===== src/rtl/change_dispenser.sv =====
// change_dispenser: pays out a change amount greedily as quarter, dime and
// nickel eject pulses, one coin at a time, with an optional idle gap between
// coins. All outputs come straight from registers.
module change_dispenser #(
  parameter int PULSE_CYCLES = 4,
  parameter int GAP_CYCLES   = 2,
  parameter int AMOUNT_W     = 6
) (
  input  logic                clkin,
  input  logic                reset,
  input  logic                start,
  input  logic [AMOUNT_W-1:0] amount,
  output logic                busy,
  output logic                ejectq,
  output logic                ejectd,
  output logic                ejectn,
  output logic [AMOUNT_W-1:0] remaining,
  output logic                done,
  output logic                err
);

  // One counter serves both the pulse and the gap timing, so it is sized for
  // the longer of the two.
  localparam int CNT_MAX = (PULSE_CYCLES > GAP_CYCLES) ? PULSE_CYCLES : GAP_CYCLES;
  localparam int CNT_W   = (CNT_MAX > 1) ? $clog2(CNT_MAX) : 1;

  localparam logic [AMOUNT_W-1:0] Q_VAL = AMOUNT_W'(25);
  localparam logic [AMOUNT_W-1:0] D_VAL = AMOUNT_W'(10);
  localparam logic [AMOUNT_W-1:0] N_VAL = AMOUNT_W'(5);

  localparam logic [CNT_W-1:0] PULSE_LOAD = CNT_W'(PULSE_CYCLES - 1);
  localparam logic [CNT_W-1:0] GAP_LOAD   = (GAP_CYCLES > 0) ? CNT_W'(GAP_CYCLES - 1) : '0;

  // Eject vector is one-hot {quarter, dime, nickel} or all zero.
  localparam logic [2:0] EJ_Q = 3'b100;
  localparam logic [2:0] EJ_D = 3'b010;
  localparam logic [2:0] EJ_N = 3'b001;

  typedef enum logic [2:0] {IDLE, SELECT, PULSE, GAP, DONE} state_t;

  state_t              state_reg, state_next;
  logic [CNT_W-1:0]    cnt_reg, cnt_next;
  logic [AMOUNT_W-1:0] rem_reg, rem_next;
  logic [2:0]          eject_reg, eject_next;
  logic                err_reg, err_next;
  logic                done_reg, done_next;
  logic                busy_reg, busy_next;

  // State and output registers; reset clears everything immediately, so a
  // coin in flight simply stops being driven.
  always_ff @(posedge clkin or posedge reset) begin
    if (reset) begin
      state_reg <= IDLE;
      cnt_reg   <= '0;
      rem_reg   <= '0;
      eject_reg <= '0;
      err_reg   <= 1'b0;
      done_reg  <= 1'b0;
      busy_reg  <= 1'b0;
    end else begin
      state_reg <= state_next;
      cnt_reg   <= cnt_next;
      rem_reg   <= rem_next;
      eject_reg <= eject_next;
      err_reg   <= err_next;
      done_reg  <= done_next;
      busy_reg  <= busy_next;
    end
  end

  // Next-state logic; output registers are loaded with the value they must
  // show in the state being entered.
  always_comb begin
    state_next = state_reg;
    cnt_next   = cnt_reg;
    rem_next   = rem_reg;
    eject_next = eject_reg;
    err_next   = err_reg;
    done_next  = 1'b0;
    case (state_reg)
      IDLE: begin
        if (start) begin
          rem_next   = amount;
          err_next   = 1'b0;
          state_next = SELECT;
        end
      end
      SELECT: begin
        // Largest coin that still fits; the guard makes underflow impossible.
        if (rem_reg >= Q_VAL) begin
          eject_next = EJ_Q;
          rem_next   = rem_reg - Q_VAL;
          cnt_next   = PULSE_LOAD;
          state_next = PULSE;
        end else if (rem_reg >= D_VAL) begin
          eject_next = EJ_D;
          rem_next   = rem_reg - D_VAL;
          cnt_next   = PULSE_LOAD;
          state_next = PULSE;
        end else if (rem_reg >= N_VAL) begin
          eject_next = EJ_N;
          rem_next   = rem_reg - N_VAL;
          cnt_next   = PULSE_LOAD;
          state_next = PULSE;
        end else begin
          err_next   = (rem_reg != '0);
          done_next  = 1'b1;
          state_next = DONE;
        end
      end
      PULSE: begin
        if (cnt_reg == '0) begin
          eject_next = '0;
          if (GAP_CYCLES == 0) begin
            state_next = SELECT;
          end else begin
            cnt_next   = GAP_LOAD;
            state_next = GAP;
          end
        end else begin
          cnt_next = cnt_reg - CNT_W'(1);
        end
      end
      GAP: begin
        if (cnt_reg == '0) begin
          state_next = SELECT;
        end else begin
          cnt_next = cnt_reg - CNT_W'(1);
        end
      end
      DONE: begin
        state_next = IDLE;
      end
      default: begin
        eject_next = '0;
        state_next = IDLE;
      end
    endcase
    busy_next = (state_next != IDLE);
  end

  assign busy      = busy_reg;
  assign ejectq    = eject_reg[2];
  assign ejectd    = eject_reg[1];
  assign ejectn    = eject_reg[0];
  assign remaining = rem_reg;
  assign done      = done_reg;
  assign err       = err_reg;

endmodule


===== config.mk =====
export PLATFORM = sky130hd
export DESIGN_NAME = change_dispenser
export DESIGN_NICKNAME = d
export VERILOG_FILES = /design/src/rtl/change_dispenser.sv
export SDC_FILE = /design/constraint.sdc
export NUM_CORES = 1
export LEC_CHECK = 0
export BUFFER_PORTS_ARGS = -buffer_cell sky130_fd_sc_hd__buf_2
export CAP_MARGIN = 30
export CORE_MARGIN = 2
export CORE_UTILIZATION = 30
export DETAILED_ROUTE_END_ITERATION = 8
export PLACE_DENSITY_LB_ADDON = 0.3
export SETUP_SLACK_MARGIN = 0.02
export SLEW_MARGIN = 0
export SYNTH_ARGS = -nofsm -noshare
export SYNTH_HDL_FRONTEND = slang
export SYNTH_SLANG_ARGS = --single-unit

===== constraint.sdc =====
create_clock -name clkin -period 3.2 [get_ports clkin]
set_input_delay 0.32 -clock clkin [delete_from_list [all_inputs] [get_ports clkin]]
set_output_delay 0.32 -clock clkin [all_outputs]
set_load 0.01 [all_outputs]

==> summary.md, run 1 <==
The logs give 2.94 mm for the final routed wirelength across all metal layers and 42 for the distinct cell type count of the synthesized netlist. The register with the most flip-flops in the layout has 6 of them. In the final routed layout, each cell accounts on average for 14.5 um.

The starting density of the core is 0.319, and the highest clock rate is 416 MHz. The time the worst path needs with I/O delays and setup was 2.40 ns; the Yosys warning count was 0. Count of endpoints failing hold in the final timing report: 0. The worst reg2reg path startpoint was remaining[1]. In this run the worst path has a maximum fanout of 10.

For this run, the leading register cell type out of synthesis is sky130_fd_sc_hd__dfrtp_1. The initial antenna violation count is 0, and the leakage power is 0.659 nW. Synthesis inferred 17 register bits.

The run gives 0 as the total setup buffers inserted after CTS. The worst hold path belongs to the class input pin to asynchronous set/reset pin. The wire-length estimate of the detail-placed layout is 2.23 mm. The run gives 0.372 as the final design utilization. The critical path's top delay family was compound AO/OA/AOI/OAI gates. Entering global routing, the biggest net connects 18 pins. The synthesized area divided by synthesized cell count was 8.97 um2. The die is 67.1 um tall. After floorplanning, the core was divided into 22 placement rows. The number of antenna diodes in the final layout is 0.

The number of global-route vias before repair was 1032; the remaining antenna violation count after routing was 0. Synthesis produced 133 cells. The post-synthesis sequential area ratio was 0.356; the depth of the worst register-to-register path was 7. The logs give 4 for the number of iterations in the first detailed-routing pass and 3740 um2 for the total core area. H-tree level count: 1.

Across all hold checks on the routed design, the worst slack comes to 0.142 ns. After the last flow step, the layout net total stands at 174. Setup total negative slack on the finished layout was measured at 0 ns.

Gates resized during post-CTS repair numbered 0. The share of final-layout standard cells stronger than drive strength 1 was 0.187. Data arrives at the worst endpoint at 2.56 ns.

The clock transition at the register clock pins on the worst setup and hold paths after CTS was 0.07 ns; the CTS buffer count was 3. The tools report the max-capacitance violation count as 0. Remaining global-route overflow: 0. The worst setup path is launched from a flip-flop. The run gives 151 as the synthesized netlist net count.

The actual slew at the worst max-slew pin is 0.656 ns. In this run, the number of DRC markers left after iteration 0 of detailed routing was 54. Setup repair after global routing left no endpoint under its margin. For this run, the slowest stage of the critical path takes 0.48 ns.

The later pin in the worst-skew pair is clocked with a latency of 0.26 ns. For the count of pins over their slew limit, the log shows 0. The ratio of final minimum period to clock period is 0.751. Counting every sink on the clock net gives 17. The total power after layout was 1.32 mW. The tools report the data required time at the worst endpoint as 3.35 ns. The relative max-transition margin is 0.562, and the total routing resource utilization after global routing is 0.145. Async set or reset register ratio after synthesis: 1.00.

The type of the worst setup path was flip-flop to flip-flop. The area growth from synthesis to layout is 16.6%. Input and output buffers added on the ports amount to 20. The flow ran to the end, and the final reports show no timing, DRC or antenna violations. Slowest cell on the critical path: sky130_fd_sc_hd__dfrtp_1. Fill cells in the final layout number 406. For the total standard cell area after synthesis, the log shows 1190 um2. Across all layers, the routed design uses 1105 vias. Routability-driven placement finished with a final weighted congestion of 0.902.

The number of buffers on the longest clock path came out at 2. Buffer cell driving the clock tree root: sky130_fd_sc_hd__clkbuf_8. The number of flops mapped to enable cells by yosys works out to 0. The signal on the critical path passes through inv_1, ha_1, or3b_4, a21oi_4, a21oi_2, o311a_1, a2111oi_2. Dividing the detail-routed via count by the number of cells gives 5.44. The capture instance of the worst register-to-register path was remaining[4]. The buffers plus inverters on the worst setup path is 1. For this run, design rule violations remaining after detail routing come to 0. The maximum ir drop on the vdd rail is 0.000228 V.

Setup violations remaining at the end of the flow were counted as 0. 21 I/O pins were placed. The kind of end point of the critical path was a flip-flop. Buffers inserted to repair hold after CTS numbered 0.

TritonCTS built the clock tree. For the final database, setup skew stands at 0.00858 ns. The die span in x came out at 67.1 um. Cell area power density: 950 nW/um2. Setup slack on the worst reg-to-reg path comes out at 0.80 ns.

The first global-routing pass estimated 4.88 mm of wire. The die covers 4500 um2.
## metal layers
layer  vias to the layer above  track usage  wire, um
met1                       526        0.182      1310
li1                        535            -         -
met5                         -            0         0
met4                         0       0.0663        72
met3                         6       0.0236       165
met2                        38        0.241      1390
## placed cells by master (no fill, tap or decap), types with 2 or more instances in the layout
cell and n:
sky130_fd_sc_hd__buf_2 20, sky130_fd_sc_hd__dfrtp_1 17, sky130_fd_sc_hd__nor2_1 14, sky130_fd_sc_hd__inv_1 13, sky130_fd_sc_hd__a21oi_1 9, sky130_fd_sc_hd__ha_1 9, sky130_fd_sc_hd__nand2_1 8, sky130_fd_sc_hd__nor3_1 6
sky130_fd_sc_hd__o21ai_0 6, sky130_fd_sc_hd__a21o_1 5, sky130_fd_sc_hd__a2111oi_0 3, sky130_fd_sc_hd__o2bb2ai_1 3, sky130_fd_sc_hd__nor4_1 3, sky130_fd_sc_hd__clkbuf_8 3, sky130_fd_sc_hd__nor2b_1 2, sky130_fd_sc_hd__o31ai_1 2
sky130_fd_sc_hd__a22oi_1 2, sky130_fd_sc_hd__a211oi_1 2, sky130_fd_sc_hd__nand3_1 2, sky130_fd_sc_hd__mux2i_1 2
## Yosys cell counts, types with 2 or more instances
master | n | share of area
sky130_fd_sc_hd__o2bb2ai_1 | 3 | 0.022
sky130_fd_sc_hd__nand3_1 | 2 | 0.0084
sky130_fd_sc_hd__nor2b_1 | 2 | 0.010
sky130_fd_sc_hd__a211oi_1 | 2 | 0.013
sky130_fd_sc_hd__nor4_1 | 3 | 0.016
sky130_fd_sc_hd__nor3_1 | 6 | 0.025
sky130_fd_sc_hd__mux2i_1 | 2 | 0.017
sky130_fd_sc_hd__o31ai_1 | 2 | 0.013
sky130_fd_sc_hd__a2111oi_0 | 3 | 0.022
sky130_fd_sc_hd__clkbuf_1 | 2 | 0.0063
sky130_fd_sc_hd__nor2_1 | 14 | 0.044
sky130_fd_sc_hd__a22oi_1 | 2 | 0.013
sky130_fd_sc_hd__a21o_1 | 5 | 0.031
sky130_fd_sc_hd__a21oi_1 | 9 | 0.038
sky130_fd_sc_hd__dfrtp_1 | 17 | 0.36
sky130_fd_sc_hd__ha_1 | 9 | 0.094
sky130_fd_sc_hd__o21ai_0 | 6 | 0.025
sky130_fd_sc_hd__nand2_1 | 8 | 0.025
sky130_fd_sc_hd__inv_1 | 13 | 0.041
## report_power, final
part	internal, mW	switching, mW	total [mW]
logic	0.298	0.428	0.726
clock network	0.0885	0.0771	0.166
registers	0.296	0.135	0.430
## cell families after synthesis
family,count (synthesis),synth area share
AOI/OAI and AO/OA,47,0.297
and+or+nand+nor,41,0.172
DFF,17,0.356
buffers and inverters,15,0.0472
adders and majority gates,9,0.0943
muxes,3,0.0262
xor gates and xnor gates,1,0.00734
## area by class of cell
class / count / area, um2 / area share
clock buffers: 4 / 45.0 / 0.0324
repair buffers: 20 / 100 / 0.0719
multi-input cells: 101 / 712 / 0.512
well taps: 48 / 60.1 / 0.0432
inverters: 13 / 48.8 / 0.0351
flip-flops and latches: 17 / 425 / 0.306
## worst max-delay path by stage
stage / to / slack, ns / start / depth (start not counted)
final: remaining[4] / 0.80 / remaining[1] / 7
after global routing: remaining[4] / 0.54 / remaining[1] / 7
after CTS: remaining[4] / 0.78 / remaining[1] / 7
after detailed placement: remaining[4] / 0.81 / remaining[1] / 7
after global placement: remaining[4] / 0.86 / remaining[1] / 7
after floorplan: remaining[4] / 0.96 / remaining[1] / 7
## stage by stage
step	instances	setup WS, ns	instance area (um2)
final	203	0.796	1390
after floorplan	133	0.957	1190
after global placement	199	0.858	1350
after detailed placement	199	0.808	1350
after global routing	203	0.542	1390
after CTS	203	0.783	1390
No activity file was read; power rests on OpenSTA's default activity.
==> inputs of run 2 (changes only) <==
==> constraint.sdc (replaced) <==
create_clock -name clkin -period 2.2 [get_ports clkin]
set_input_delay 0.22 -clock clkin [delete_from_list [all_inputs] [get_ports clkin]]
set_output_delay 0.22 -clock clkin [all_outputs]
set_load 0.01 [all_outputs]
==> run 2 against run 1 <==
Global-route usage rose by 1.1 points; critical path type unchanged; utilization is 3.8 points higher; largest power group unchanged; wire length rose by 14%; flip-flop and latch count unchanged; critical path depth unchanged; worst setup slack got worse by 0.70 ns.
==> summary.md, run 2 (same netlist as run 1, synthesis figures left out) <==
The run finished with clean final reports. Ratio of final minimum period to clock period: 0.958 (was 0.751). The clock transition at the register clock pins on the worst setup and hold paths after CTS is 0.07 ns (about the same), and the maximum ir drop on the vdd rail is 0.000336 V (was 0.000228 V). The vertical extent of the die came out at 67.1 um (unchanged). The tools report the cell area after layout as 1530 um2 (was 1390 um2). The run gives 474 MHz (was 416 MHz) as the highest clock rate. The worst slack after detailed placement is 0.0595 ns (was 0.808 ns), and the die span in x is 67.1 um (unchanged). The fill cell total of the finished layout is 411 (was 406). The total core area is 3740 um2 (unchanged). The kind of end point of the critical path was a flip-flop (unchanged). The area added between synthesis and finish came out at 28.4% (was 16.6%). The via density per instance was 5.40 (was 5.44). The leakage power came out at 0.723 nW (was 0.659 nW). Data required time at the worst endpoint: 2.35 ns (was 3.35 ns). The total number of vias was 1160 (was 1105); the cell area power density was 1440 nW/um2 (was 950 nW/um2). The CTS buffer count was 3 (unchanged); the largest fanout on the critical path was 6 (was 10).

The placed wire-length estimate was 2.47 mm (was 2.23 mm); the remaining antenna violation count after routing was 0 (unchanged). The final routed DRC violation total was 0 (unchanged); the total routing resource utilization after global routing was 0.156 (was 0.145). The time the worst path needs with I/O delays and setup is 2.11 ns (was 2.40 ns), and the clock sink count is 17 (unchanged). The sort of element at the start of the critical path is a flip-flop (unchanged). The initial DRC count is 91 (was 54). The remaining global-route overflow is 0 (unchanged), and the count of pins over their slew limit is 0 (unchanged).

The wire length of the first global-routing pass is 5.37 mm (was 4.88 mm). The number of nets in the layout came out at 186 (was 174). Setup repair after global routing could not meet its margin everywhere. For the final hold slack, the log shows 0.0532 ns (was 0.142 ns). For the starting density of the core, the log shows 0.319 (unchanged).

The actual slew at the worst max-slew pin came out at 0.678 ns (was 0.656 ns). Sequential cell area: 427 um2 (was 425 um2). Arrival time at the worst endpoint: 2.26 ns (was 2.56 ns). The buffer cell driving the clock tree root was sky130_fd_sc_hd__clkbuf_8 (unchanged).

Relative max-transition margin: 0.548 (was 0.562). TritonCTS built the clock tree. Class of the tightest hold or removal check: input pin to asynchronous set/reset pin (unchanged).

The largest net degree at the start of global routing is 18 (unchanged), and the placer's final routability congestion estimate is 0.859 (was 0.902). Routed length per placed instance: 15.5 um (was 14.5 um). The tools report the I/O pin count as 21 (unchanged).

Most frequent cells in the layout: sky130_fd_sc_hd__buf_2 (20), sky130_fd_sc_hd__dfrtp_1 (16), sky130_fd_sc_hd__nor2_1 (14), sky130_fd_sc_hd__buf_4 (12), sky130_fd_sc_hd__inv_1 (11) (was sky130_fd_sc_hd__buf_2 (20), sky130_fd_sc_hd__dfrtp_1 (17), sky130_fd_sc_hd__nor2_1 (14), sky130_fd_sc_hd__inv_1 (13)). The flip-flop count of the largest register, all copies and words added was 6 (unchanged). The tools report the number of buffers on the longest clock path as 2 (unchanged).

The most common cell after layout, fill and taps aside is sky130_fd_sc_hd__buf_2 (unchanged). Multi-input logic area: 758 um2 (was 712 um2). The depth of the worst register-to-register path was 7 (unchanged); the latest clock arrival within the worst-skew pair was 0.26 ns (about the same).

The worst setup slack after layout was 0.0916 ns (was 0.796 ns). The logs give 1188 (was 1032) for the number of global-route vias before repair and 0 (unchanged) for the max-capacitance violation count. The standard-cell row count is 22 (unchanged), and the count of endpoints failing hold in the final timing report is 0 (unchanged). The H-tree level count came out at 1 (unchanged). The share of final-layout standard cells stronger than drive strength 1 is 0.305 (was 0.187).

The type of the worst setup path is flip-flop to flip-flop (unchanged). The initial antenna violation count is 0 (unchanged). The run gives 0 (unchanged) as the setup-violating endpoint count in the final report.

Clock skew after layout: 0.00367 ns (was 0.00858 ns). The final routed wirelength across all metal layers was 3.34 mm (was 2.94 mm). The tools report the overall die area as 4500 um2 (unchanged).

The count of input and output buffers was 20 (unchanged); the number of iterations in the first detailed-routing pass was 4 (unchanged). The run gives 0 (unchanged) as the number of diodes added for antenna fixing. The post-placement cell area is 1420 um2 (was 1350 um2).
run 2: layout make-up:
type	instances	share of cell area
Timing Repair Buffer	32	0.124
Clock buffer	3	0.0269
Sequential cell	17	0.278
Multi-Input combinational cell	101	0.495
Inverter	13	0.0335
Clock inverter	1	0.00327
Tap cell	48	0.0392
run 2: where the power goes:
group	internal (mW)	switching, mW	total [mW]
logic	0.594	0.787	1.38
registers	0.433	0.155	0.588
clock network	0.126	0.115	0.241
total	1.15	1.06	2.21
run 2: critical path, stage by stage, from the launching register on:
cell and delay, ns:
sky130_fd_sc_hd__dfrtp_1 0.42, sky130_fd_sc_hd__inv_2 0.09, sky130_fd_sc_hd__ha_1 0.16, sky130_fd_sc_hd__or3b_4 0.40, sky130_fd_sc_hd__a21oi_4 0.21, sky130_fd_sc_hd__a21oi_2 0.06
sky130_fd_sc_hd__o311a_1 0.34, sky130_fd_sc_hd__a2111oi_4 0.32
run 2: per-stage QoR:
stage	power (mW)	util	cells	TNS (ns)
after detailed placement	1.82	0.380	209	0
final	2.21	0.409	215	0
after floorplan	1.37	-	133	0
after global placement	1.79	0.380	209	0
after CTS	2.07	0.392	213	0
after global routing	2.38	0.409	215	-0.0176
run 2: path summary, 6_finish.rpt:
kind / slack (ns) / from / endpoint
worst min-delay path: 0.05 / reset / eject_reg[2]
max in group asynchronous: 1.67 / reset / remaining[1]
worst max register to register: 0.09 / remaining[0] / remaining[4]
min in group clkin: 0.23 / start / busy
worst min register to register: 0.52 / eject_reg[1] / eject_reg[1]
worst max-delay path: 0.09 / remaining[0] / remaining[4]
run 2: per-layer routing:
layer,routed length (um),global-route usage,share of wire
met1,1530,0.200,0.46
met4,64,0.0663,0.019
met3,107,0.0220,0.032
met2,1640,0.260,0.49
met5,0,0,0
run 2: repair_timing:
item                       4_1_cts  5_1_grt
hold buffers                     0        0
setup endpoints to repair        0        7
resized for setup                0       11
setup buffers                    0        2
==> inputs of run 3 (changes only) <==
--- a/config.mk
+++ b/config.mk
@@ -11,6 +11,7 @@
 export CORE_UTILIZATION = 30
 export DETAILED_ROUTE_END_ITERATION = 8
 export PLACE_DENSITY_LB_ADDON = 0.3
+export RECOVER_POWER = 100
 export SETUP_SLACK_MARGIN = 0.02
 export SLEW_MARGIN = 0
 export SYNTH_ARGS = -nofsm -noshare
==> run 3 against run 2 <==
Utilization fell by 0.33 points; final cell count stayed put; power shrank 0.99%; critical endpoint unchanged; largest power group unchanged; cell area is 0.82% lower; critical path type unchanged.
==> summary.md, run 3 (same netlist as run 1, synthesis figures left out) <==
The run finished with clean final reports. The vertical extent of the die came out at 67.1 um (unchanged). For the initial antenna violation count, the log shows 0 (unchanged). The via density per instance was 5.36 (was 5.40); the placed wire-length estimate was 2.47 mm (unchanged). The ratio of final minimum period to clock period was 0.958 (about the same).

The remaining antenna violation count after routing was 0 (unchanged); the latest clock arrival within the worst-skew pair was 0.25 ns (was 0.26 ns). TritonCTS built the clock tree. The post-placement cell area is 1420 um2 (unchanged). The buffer cell driving the clock tree root was sky130_fd_sc_hd__clkbuf_8 (unchanged). The number of buffers on the longest clock path is 2 (unchanged), and the number of diodes added for antenna fixing is 0 (unchanged). The share of final-layout standard cells stronger than drive strength 1 was 0.257 (was 0.305). The run gives 0.0919 ns (was 0.0916 ns) as the worst setup slack after layout. Maximum ir drop on the vdd rail: 0.000334 V (was 0.000336 V). The tools report the wire length of the first global-routing pass as 5.37 mm (unchanged).

The run gives 474 MHz (about the same) as the highest clock rate. Most frequent cells in the layout: sky130_fd_sc_hd__dfrtp_1 (16), sky130_fd_sc_hd__nor2_1 (14), sky130_fd_sc_hd__buf_2 (13), sky130_fd_sc_hd__inv_1 (11), sky130_fd_sc_hd__buf_4 (11) (was sky130_fd_sc_hd__buf_2 (20), sky130_fd_sc_hd__dfrtp_1 (16), sky130_fd_sc_hd__nor2_1 (14), sky130_fd_sc_hd__buf_4 (12), sky130_fd_sc_hd__inv_1 (11)). The data required time at the worst endpoint is 2.35 ns (about the same), and the cell area power density is 1440 nW/um2 (about the same). The sort of element at the start of the critical path was a flip-flop (unchanged). The largest fanout on the critical path is 6 (unchanged), and the relative max-transition margin is 0.541 (was 0.548). The tools report the placer's final routability congestion estimate as 0.859 (unchanged).

The run gives 0 (unchanged) as the final routed DRC violation total. The number of nets in the layout was 186 (unchanged); the H-tree level count was 1 (unchanged). The setup-violating endpoint count in the final report is 0 (unchanged). The time the worst path needs with I/O delays and setup works out to 2.11 ns (about the same).

Class of the tightest hold or removal check: input pin to asynchronous set/reset pin (unchanged). The arrival time at the worst endpoint is 2.26 ns (about the same), and the largest net degree at the start of global routing is 18 (unchanged). The logs give 17 (unchanged) for the clock sink count and 0.00320 ns (was 0.00367 ns) for the clock skew after layout. The count of input and output buffers is 20 (unchanged). The run gives 0.319 (unchanged) as the starting density of the core. The number of iterations in the first detailed-routing pass is 4 (unchanged).

The leakage power came out at 0.699 nW (was 0.723 nW). The flip-flop count of the largest register, all copies and words added was 6 (unchanged). For the initial DRC count, the log shows 71 (was 91).

The I/O pin count was 21 (unchanged). For the count of endpoints failing hold in the final timing report, the log shows 0 (unchanged). The actual slew at the worst max-slew pin was 0.688 ns (was 0.678 ns). The tools report the overall die area as 4500 um2 (unchanged). Number of global-route vias before repair: 1188 (unchanged). Setup repair after global routing could not meet its margin everywhere. The final routed wirelength across all metal layers came out at 3.32 mm (was 3.34 mm). The run gives 22 (unchanged) as the standard-cell row count. The kind of end point of the critical path is a flip-flop (unchanged). The type of the worst setup path was flip-flop to flip-flop (unchanged).

The tools report the max-capacitance violation count as 0 (unchanged). For the worst slack after detailed placement, the log shows 0.0595 ns (unchanged). The clock transition at the register clock pins on the worst setup and hold paths after CTS was 0.07 ns (about the same); the total core area was 3740 um2 (unchanged).

Total routing resource utilization after global routing: 0.156 (unchanged). The routed length per placed instance works out to 15.4 um (was 15.5 um). The logs give 0 (unchanged) for the count of pins over their slew limit and 1520 um2 (was 1530 um2) for the cell area after layout. For the setup TNS, the log shows 0 ns (unchanged). The most common cell after layout, fill and taps aside was sky130_fd_sc_hd__dfrtp_1 (was sky130_fd_sc_hd__buf_2).

The total number of vias is 1153 (was 1160), and the area added between synthesis and finish is 27.4% (was 28.4%). Die span in x: 67.1 um (unchanged). The remaining global-route overflow was 0 (unchanged); the CTS buffer count was 3 (unchanged).
[run 3: changes by cell type in the layout (fill, tap and decap cells not counted)]
cell,change
sky130_fd_sc_hd__clkbuf_1,+8
sky130_fd_sc_hd__buf_2,-7
sky130_fd_sc_hd__buf_4,-1
[run 3: metrics by stage]
stage               power, mW  cells   util  hold WS (ns)
global placement         1.79    209  0.380         0.350
CTS                      2.07    213  0.392        0.0798
finish                   2.19    215  0.406        0.0582
floorplan                1.37    133      -         0.146
global route             2.36    215  0.406         0.120
detailed placement       1.82    209  0.380         0.359
[run 3: power breakdown]
group | switching [mW] | total (mW) | internal (mW) | leakage, nW
Sequential | 0.152 | 0.585 | 0.433 | 0.195
Clock | 0.115 | 0.240 | 0.126 | 0.0255
Combinational | 0.787 | 1.36 | 0.576 | 0.478
Total | 1.05 | 2.19 | 1.13 | 0.699
[run 3: critical path, stage by stage (launching register included)]
cell and delay [ns]:
sky130_fd_sc_hd__dfrtp_1 0.42, sky130_fd_sc_hd__inv_2 0.09, sky130_fd_sc_hd__ha_1 0.16, sky130_fd_sc_hd__or3b_4 0.40
sky130_fd_sc_hd__a21oi_4 0.21, sky130_fd_sc_hd__a21oi_2 0.06, sky130_fd_sc_hd__o311a_1 0.34, sky130_fd_sc_hd__a2111oi_4 0.32
[run 3: cell type report]
cell class	count	area, um2
timing repair buffer	32	178
fill	414	2220
sequential	17	427
multi-input combinational	101	758
inverter	13	51.3
clock inverter	1	5.00
clock buffer	3	41.3
tap	48	60.1
[run 3: timing repair]
action	in CTS	in global routing
hold buffers	0	0
setup buffers	0	2
endpoints found under the setup margin	0	7
resized for setup	0	11
[run 3: metal layers]
| layer | GRT usage | share of wire | vias up | wire length [um] |
|---|---|---|---|---|
| met5 | 0 | 0 | - | 0 |
| met4 | 0.0663 | 0.019 | 0 | 64 |
| met3 | 0.0220 | 0.030 | 7 | 100 |
| met2 | 0.260 | 0.49 | 28 | 1640 |
| met1 | 0.200 | 0.46 | 559 | 1510 |
| li1 | - | - | 559 | - |
[run 3: path summary, 6_finish.rpt]
check | to | cells past startpoint | slack [ns] | start
hold / removal | eject_reg[2] | 2 | 0.06 | reset
setup / recovery | remaining[4] | 7 | 0.09 | remaining[0]
hold reg to reg | eject_reg[1] | 1 | 0.52 | eject_reg[1]
max in group asynchronous | remaining[1] | 2 | 1.66 | reset
min in group clkin | busy | 3 | 0.23 | start
setup reg to reg | remaining[4] | 7 | 0.09 | remaining[0]
